$ cat src/rtl/uart_loader.sv
// Frame decoder behind the UART receiver: turns framed write commands into 32-bit
// word writes, drives the CPU hold line, and reports frame errors.
module uart_loader #(
    parameter int unsigned CLK_FRE       = 50,
    parameter int unsigned TIMEOUT_US    = 1000,
    parameter bit          HOLD_ON_RESET = 1'b1
) (
    input  logic        clk,
    input  logic        rst_n,
    input  logic        rx_valid,
    input  logic [7:0]  rx_data,
    output logic        rx_ready,
    output logic        mem_req,
    output logic [15:0] mem_addr,
    output logic [31:0] mem_wdata,
    input  logic        mem_ack,
    output logic        cpu_hold,
    output logic        load_done,
    output logic        load_err,
    output logic [2:0]  err_code,
    output logic [2:0]  dbg_state
);

    // Handshakes: a byte is consumed on any cycle with rx_valid while rx_ready is high;
    // mem_req/mem_addr/mem_wdata hold until a cycle with mem_req & mem_ack, req drops next cycle.

    localparam logic [31:0] TO        = 32'(CLK_FRE * TIMEOUT_US);
    localparam logic [7:0]  SOF       = 8'hA5;
    localparam logic [7:0]  CMD_WRITE = 8'h01;
    localparam logic [7:0]  CMD_RUN   = 8'h02;
    localparam logic [7:0]  CMD_HALT  = 8'h03;
    localparam logic [2:0]  ERR_NONE  = 3'd0;
    localparam logic [2:0]  ERR_CMD   = 3'd1;
    localparam logic [2:0]  ERR_OVR   = 3'd2;
    localparam logic [2:0]  ERR_CSUM  = 3'd3;
    localparam logic [2:0]  ERR_TMO   = 3'd4;

    typedef enum logic [2:0] {
        S_IDLE, S_CMD, S_ADDR_H, S_ADDR_L, S_LEN, S_DATA, S_CSUM, S_DRAIN
    } state_t;

    state_t      state_q;
    logic [7:0]  cmd_q;
    logic [7:0]  xor_q;
    logic [15:0] addr_q;
    logic [8:0]  wcnt_q;
    logic [1:0]  idx_q;
    logic [31:0] word_q;
    logic [31:0] tmo_cnt_q;
    logic [31:0] tmo_cnt_d;
    logic        tmo_active;
    logic        tmo_hit;
    logic        mem_req_q;
    logic [15:0] mem_addr_q;
    logic [31:0] mem_wdata_q;
    logic        cpu_hold_q;
    logic        load_done_q;
    logic        load_err_q;
    logic [2:0]  err_code_q;

    // A byte arriving in the same cycle as the threshold wins over the timeout.
    always_comb begin
        tmo_active = (state_q != S_IDLE) && (state_q != S_DRAIN);
        tmo_cnt_d  = (rx_valid || !tmo_active) ? 32'd0 : tmo_cnt_q + 32'd1;
        tmo_hit    = tmo_active && !rx_valid && (tmo_cnt_q == TO - 32'd1);
    end

    always_ff @(posedge clk or negedge rst_n) begin
        if (!rst_n) begin
            state_q     <= S_IDLE;
            cmd_q       <= '0;
            xor_q       <= '0;
            addr_q      <= '0;
            wcnt_q      <= '0;
            idx_q       <= '0;
            word_q      <= '0;
            tmo_cnt_q   <= '0;
            mem_req_q   <= 1'b0;
            mem_addr_q  <= '0;
            mem_wdata_q <= '0;
            cpu_hold_q  <= HOLD_ON_RESET;
            load_done_q <= 1'b0;
            load_err_q  <= 1'b0;
            err_code_q  <= ERR_NONE;
        end else begin
            load_done_q <= 1'b0;
            load_err_q  <= 1'b0;
            tmo_cnt_q   <= tmo_cnt_d;
            if (mem_req_q && mem_ack) mem_req_q <= 1'b0;
            case (state_q)
                S_IDLE: if (rx_valid && rx_data == SOF) begin
                    state_q    <= S_CMD;
                    xor_q      <= '0;
                    err_code_q <= ERR_NONE;
                end
                S_CMD: if (rx_valid) begin
                    xor_q <= xor_q ^ rx_data;
                    cmd_q <= rx_data;
                    if (rx_data == CMD_WRITE) begin
                        state_q <= S_ADDR_H;
                    end else if (rx_data == CMD_RUN || rx_data == CMD_HALT) begin
                        state_q <= S_CSUM;
                    end else begin
                        state_q    <= S_IDLE;
                        err_code_q <= ERR_CMD;
                        load_err_q <= 1'b1;
                    end
                end
                S_ADDR_H: if (rx_valid) begin
                    xor_q        <= xor_q ^ rx_data;
                    addr_q[15:8] <= rx_data;
                    state_q      <= S_ADDR_L;
                end
                S_ADDR_L: if (rx_valid) begin
                    xor_q       <= xor_q ^ rx_data;
                    addr_q[7:0] <= rx_data;
                    state_q     <= S_LEN;
                end
                S_LEN: if (rx_valid) begin
                    xor_q   <= xor_q ^ rx_data;
                    wcnt_q  <= (rx_data == 8'd0) ? 9'd256 : {1'b0, rx_data};
                    idx_q   <= 2'd0;
                    state_q <= S_DATA;
                end
                S_DATA: if (rx_valid) begin
                    xor_q  <= xor_q ^ rx_data;
                    word_q <= {rx_data, word_q[31:8]};
                    idx_q  <= idx_q + 2'd1;
                    if (idx_q == 2'd3) begin
                        if (mem_req_q) begin
                            state_q    <= S_IDLE;
                            err_code_q <= ERR_OVR;
                            load_err_q <= 1'b1;
                        end else begin
                            mem_req_q   <= 1'b1;
                            mem_addr_q  <= addr_q;
                            mem_wdata_q <= {rx_data, word_q[31:8]};
                            addr_q      <= addr_q + 16'd1;
                            wcnt_q      <= wcnt_q - 9'd1;
                            if (wcnt_q == 9'd1) state_q <= S_CSUM;
                        end
                    end
                end
                S_CSUM: if (rx_valid) begin
                    if (rx_data != xor_q) begin
                        state_q    <= S_IDLE;
                        err_code_q <= ERR_CSUM;
                        load_err_q <= 1'b1;
                    end else if (cmd_q == CMD_WRITE) begin
                        state_q <= S_DRAIN;
                    end else begin
                        cpu_hold_q  <= (cmd_q == CMD_HALT);
                        load_done_q <= 1'b1;
                        state_q     <= S_IDLE;
                    end
                end
                S_DRAIN: if (!mem_req_q) begin
                    load_done_q <= 1'b1;
                    state_q     <= S_IDLE;
                end
                default: state_q <= S_IDLE;
            endcase
            if (tmo_hit) begin
                state_q    <= S_IDLE;
                err_code_q <= ERR_TMO;
                load_err_q <= 1'b1;
            end
        end
    end

    assign rx_ready  = (state_q != S_DRAIN);
    assign mem_req   = mem_req_q;
    assign mem_addr  = mem_addr_q;
    assign mem_wdata = mem_wdata_q;
    assign cpu_hold  = cpu_hold_q;
    assign load_done = load_done_q;
    assign load_err  = load_err_q;
    assign err_code  = err_code_q;
    assign dbg_state = state_q;

endmodule
$ cat config.mk
export PLATFORM = sky130hd
export DESIGN_NAME = uart_loader
export DESIGN_NICKNAME = d
export VERILOG_FILES = /design/src/rtl/uart_loader.sv
export SDC_FILE = /design/constraint.sdc
export NUM_CORES = 1
export LEC_CHECK = 0
export ABC_CLOCK_PERIOD_IN_PS = 6200
export BUFFER_PORTS_ARGS = -buffer_cell sky130_fd_sc_hd__clkbuf_2
export CELL_PAD_IN_SITES_DETAIL_PLACEMENT = 0
export CELL_PAD_IN_SITES_GLOBAL_PLACEMENT = 1
export CORE_UTILIZATION = 30
export CTS_CLUSTER_DIAMETER = 40
export CTS_CLUSTER_SIZE = 16
export DETAILED_ROUTE_END_ITERATION = 12
export PLACE_DENSITY = 0.62
export REMOVE_ABC_BUFFERS = 1
export SYNTH_ARGS = -nofsm -noshare
export SYNTH_HDL_FRONTEND = slang
export SYNTH_SLANG_ARGS = --single-unit
$ cat constraint.sdc
create_clock -name clk -period 6.2 [get_ports clk]
set_input_delay 0.62 -clock clk [delete_from_list [all_inputs] [get_ports clk]]
set_output_delay 0.62 -clock clk [all_outputs]
set_load 0.05 [all_outputs]
# Word level (Yosys, flattened, before mapping)
# Cells that the tools add are included.
# totals
out_inout_bits,59
latch_bits,0
reg_bits,165
memories,0
ramBits,0
mem_bits_ro,0
# op_classes
div,0
mul,0
order_cmp,0
addsub,4
n_reduce_logical,29
n_shift,0
muxes,67
bitwise,4
eq_ne,40
# op_table
operator,n
3-bit 2-to-1 mux,26
16-bit 2-to-1 mux,3
8-bit one-hot mux with 2 select lines,3
9-bit 2-to-1 mux,5
3-bit inequality test (second input constant),14
32-bit by 1-bit adder with 32-bit output (second input constant),1
32-bit by 16-bit == test with 1-bit output (second input constant),1
32-bit 2-to-1 mux,1
8-bit by 2-bit == test with 1-bit output (second input constant),3
8-bit 2-to-1 mux,3
3-bit one-hot mux with 8 select lines,1
10-bit AND reduction,2
1-bit 2-to-1 mux,18
9-bit one-hot mux with 2 select lines,1
16-bit by 1-bit adder with 16-bit output (second input constant),1
8-bit by 1-bit == test with 1-bit output (second input constant),2
5-bit AND reduction,3
2-bit inequality test (second input constant),7
3-bit == test (second input constant),4
3-bit one-hot mux with 4 select lines,1
9-bit by 1-bit == test with 1-bit output (second input constant),1
9-bit by 1-bit subtractor with 9-bit output (second input constant),1
8-bit == test (second input constant),1
8-bit zero test,1
other kinds (24),40

# Depth between registers and ports, before layout
# depth
depth_word,7
ltp_mapped,8
depth_no_buf,7

# Worst setup path after synthesis
# No wires, ideal clock.
# synth_path
path_type,register to register
startpoint,"register state_q[1], in the netlist dbg_state[1]"
endpoint,"register err_code_q[0], in the netlist err_code[0]"
path_buffers,1
path_slack_ns,3.843
synth_period_minus_slack_ns,2.357
setup_time_ns,0.122
t_required_ns,6.078
stages_incl_launch_ff,6
arrival_ns,2.236
path_cell_list,dfrtp_1 clkbuf_1 nand3_1 nand3b_2 or3_1 a32o_1
# synth_between
elab_chain_len,6
word_cells_on_any_way,22
classes_between,13 x eq/ne; 2 x mux; 7 x reduce/logical
# synth_lines
element,line,source
"start, declared",42,state_t state_q;
"start signal, assigned",70,state_q <= S_IDLE;
"start signal, assigned",92,state_q <= S_CMD;
"start signal, assigned",100,state_q <= S_ADDR_H;
3-bit inequality test (*),n/a,
net rx_ready,12,"output logic rx_ready,"
1-bit logical AND (*),63,tmo_active = (state_q != S_IDLE) && (state_q != S_DRAIN);
1-bit logical AND (*) (2 in series),65,tmo_hit = tmo_active && !rx_valid && (tmo_cnt_q == TO - 32'd1);
3-bit inequality test (no source line) or 5-bit nonzero test (tied branches),n/a,
10-bit AND reduction (no source line),n/a,
"end signal, assigned",84,err_code_q <= ERR_NONE;
"end signal, assigned",94,err_code_q <= ERR_NONE;
"end signal, assigned",105,err_code_q <= ERR_CMD;
"end, declared",59,logic [2:0] err_code_q;
# Mark *: on every way through the listed nets, which the timed path passes. The rest lies on a longest branch.
# A chain may end at the register's enable or synchronous reset.

# Final worst setup path
# layout_path
startpoint,"register state_q[2], in the netlist dbg_state[2]"
endpoint,register addr_q[13]
# layout_between
elab_chain_len,3
word_cells_on_any_way,9
classes_between,6 x eq/ne; 1 x mux; 2 x reduce/logical
# layout_lines
element,line,source
3-bit == test or 3-bit by 2-bit == test with 1-bit output (tied branches),90,case (state_q)
2-bit inequality test (no source line) or 2-bit nonzero test (tied branches),n/a,
5-bit AND reduction (no source line),n/a,
"end signal, assigned",111,addr_q[15:8] <= rx_data;
"end signal, assigned",138,addr_q <= addr_q + 16'd1;
"end, declared",45,logic [15:0] addr_q;
# Parallel ways exist; a longest one is shown, timed or not.

==> metrics.txt <==
status=completed; first drt pass iteration count=7; H-tree depth=4; share of cells above drive strength 1=0.188; DIE AREA=25,600 sq um; global-route wire length before repair=31,100 um; Post-Syn Area per Cell=9.50 sq um; via/cell ratio=4.99; Clock power frac=0.327; die span in x=160 um; vias in the first global route=5,718; Psw=1.26 mW; RSZ-0062 raised after global routing=false; post-synthesis sequential area ratio=0.525; required time of the critical path=6510 ps; CP Cell Sequence=nand3b_1 -> buf_4 -> nor2_1 -> o21a_1 -> nor2_1 -> a2111oi_0; Arr. time, crit path=3280 ps; maximum operating frequency=336 MHz; period utilization=0.480; CTS Buf Count=17; routed via count=5,871; Die Y-Extent=160 um; Post-Synth Adder-Cell Area=0.00836; CTS tree=built; Final Critical Period=2980 ps; clock sinks=157; Startpoint Class=register; Finish-stage setup viols=0; post-placement cell count=1,145; gr ovfl total=0; Synth top cells by count=nand2_1 (181), dfrtp_1 (156), nor2_1 (57), a21oi_1 (36), o21ai_0 (35); Clock Root Buffer=clkbuf_16; hold slack=266 ps; Post-CTS Resized=0; Setup CP Type=reg -> reg; NumNets Final=857; antenna-violating nets left=0; Layout Cells excl Fill=1,177; final instance area=8780 sq um; fin. max-slew vios=0; post-synthesis xor/xnor area fraction=0.0363; RePlAce Congestion=0.743; total power draw=3.54 mW; Logic pwr share=0.255; Slew HR=0.286; clk_lat worst skew=430 ps; ys flop type=dfrtp_1; peak supply drop=0.000165 V; Reg-to-Reg End=addr_q[13]; initial antenna violation count=0; internal power=2.29 mW; Worst path max stage delay=790 ps; Hold Crit Class=in -> async; Seq cells post-synth=157; cell taking the most area after synthesis=dfrtp_1; Clock Pin Slew Worst Setup and Hold Paths=70 ps; Reg power frac=0.418; WL final=18,700 um; leak pwr=3.99 nW; Sw Share=0.355; fraction of registers with async set/reset=1.00; CP endpoint kind=register; clock tree buffer depth=2; number of synthesized flops with an enable pin=0; most used cell along the critical path=nor2_1; clk_skew=15.9 ps; dpl hpwl=11,900 um; postcts setup bufs=0; Ys Warns=0; Post-Place Cell Area=8130 sq um; Reg2Reg Depth=6; CP Max Fanout=21; area grow syn2layout=17.3%; core area=24,400 sq um; largest family of logic cells by synthesized area=simple AND/OR/NAND/NOR gates; CP max-delay cell=dfrtp_1; ranking of synthesized cells by area=dfrtp_1 (52%), nand2_1 (9.1%), mux2_2 (4.8%), xnor2_1 (3.3%), nor2_1 (2.9%); Synth Area in Compound Gates=0.120; largest net degree at the start of global routing=98; drt wl/cell=15.9 um; Detailed Route Iter0 Violations=388; r2r setup slk=3220 ps; FP Rows=57; most frequent cell after synthesis=nand2_1; Fin. Hold Viols=0; I/O pin count=71; maxcap violations=0; Post-Syn Instances=788; Power Dens Cells=404 nW/um^2; Synth top area share=0.522; hold_buf cts=0; Mapped Area=7480 sq um; Port Buf Inserts=70; r2r startpoint=dbg_state[2]; setup TNS=0 ps; Antenna Cells=0; Post-Synth Simple-Gate Area=0.228; Netlist cell types=67; Starting Density=0.307; post-synthesis mux area share=0.0522; Overall Global Routing Usage=0.154; DRC Markers=0; slew of the pin with the lowest slew margin=1070 ps
[cells in the final DEF (no fill, tap or decap), types with 21 or more instances in the layout]
| master | count |
|---|---|
| a21oi_1 | 36 |
| clkbuf_2 | 69 |
| dfrtp_1 | 156 |
| mux2_2 | 32 |
| nand2_1 | 180 |
| nand3_1 | 22 |
| nor2_1 | 55 |
| nor3_1 | 21 |
| o21ai_0 | 35 |
| xnor2_1 | 28 |
[registers in the layout (all words and copies together), names as in the netlist, 2 cells and up]
name and cells:
err_code 3, word_q 24, cmd_q 8, addr_q 16
mem_wdata 32, tmo_cnt_q 32, mem_addr 16, dbg_state 3
xor_q 8, wcnt_q 9, idx_q 2
[worst max-delay path: cells and delay by family, from the launching register on]
kind | cells | cell delay (ps)
compound gates | 2 | 910
flops | 1 | 790
simple gates | 3 | 750
buf+inv | 1 | 400
[final cells by class]
type	count	area (sq um)
fillers	2562	15600
flip-flops and latches	157	3930
multi-input cells	574	3340
clock buffers	18	429
well taps	324	405
repair buffers	75	394
clock inverters	14	219
inverters	15	56.3
[power by group through the flow]
stage | clock [mW] | sequential [mW] | combinational [mW]
global placement | 0 | 1.50 | 0.901
CTS | 1.19 | 1.48 | 0.912
detailed placement | 0 | 1.50 | 0.907
floorplan | 0 | 1.56 | 0.561
global route | 1.23 | 1.52 | 1.00
finish | 1.16 | 1.48 | 0.903
[cells by family (layout without fill, tap and decap cells)]
family          count (synthesis)  in the layout
mux                            35             35
compound gates                138            138
flops                         157            157
buf+inv                        57            122
fa+ha+maj                       5              5
xor+xnor                       31             31
simple gates                  365            365
[routing by layer]
| layer | wire length, um | global-route usage | up-vias |
|---|---|---|---|
| met5 | 0 | 0 | - |
| met4 | 174 | 0.0429 | 0 |
| met2 | 8420 | 0.240 | 107 |
| li1 | - | - | 2862 |
| met1 | 9320 | 0.214 | 2888 |
| met3 | 825 | 0.0335 | 14 |
[stage by stage]
step / setup slack, ps / utilization
finish: 3220 / 0.360
global route: 2910 / 0.360
CTS: 3170 / 0.360
detailed placement: 3180 / 0.333
global placement: 3150 / 0.333
floorplan: 2370 / -
[how the worst max path moves through the flow]
stage	endpoint	slack, ps	cells after the start	startpoint
after floorplan	addr_q[13]	2370	4	dbg_state[2]
after global placement	word_q[17]	3150	5	dbg_state[0]
after detailed placement	word_q[15]	3180	5	dbg_state[0]
after CTS	word_q[12]	3170	5	dbg_state[0]
after global routing	word_q[12]	2910	5	dbg_state[0]
final	addr_q[13]	3220	6	dbg_state[2]
Note: power is estimated with default switching activity, not from simulation.
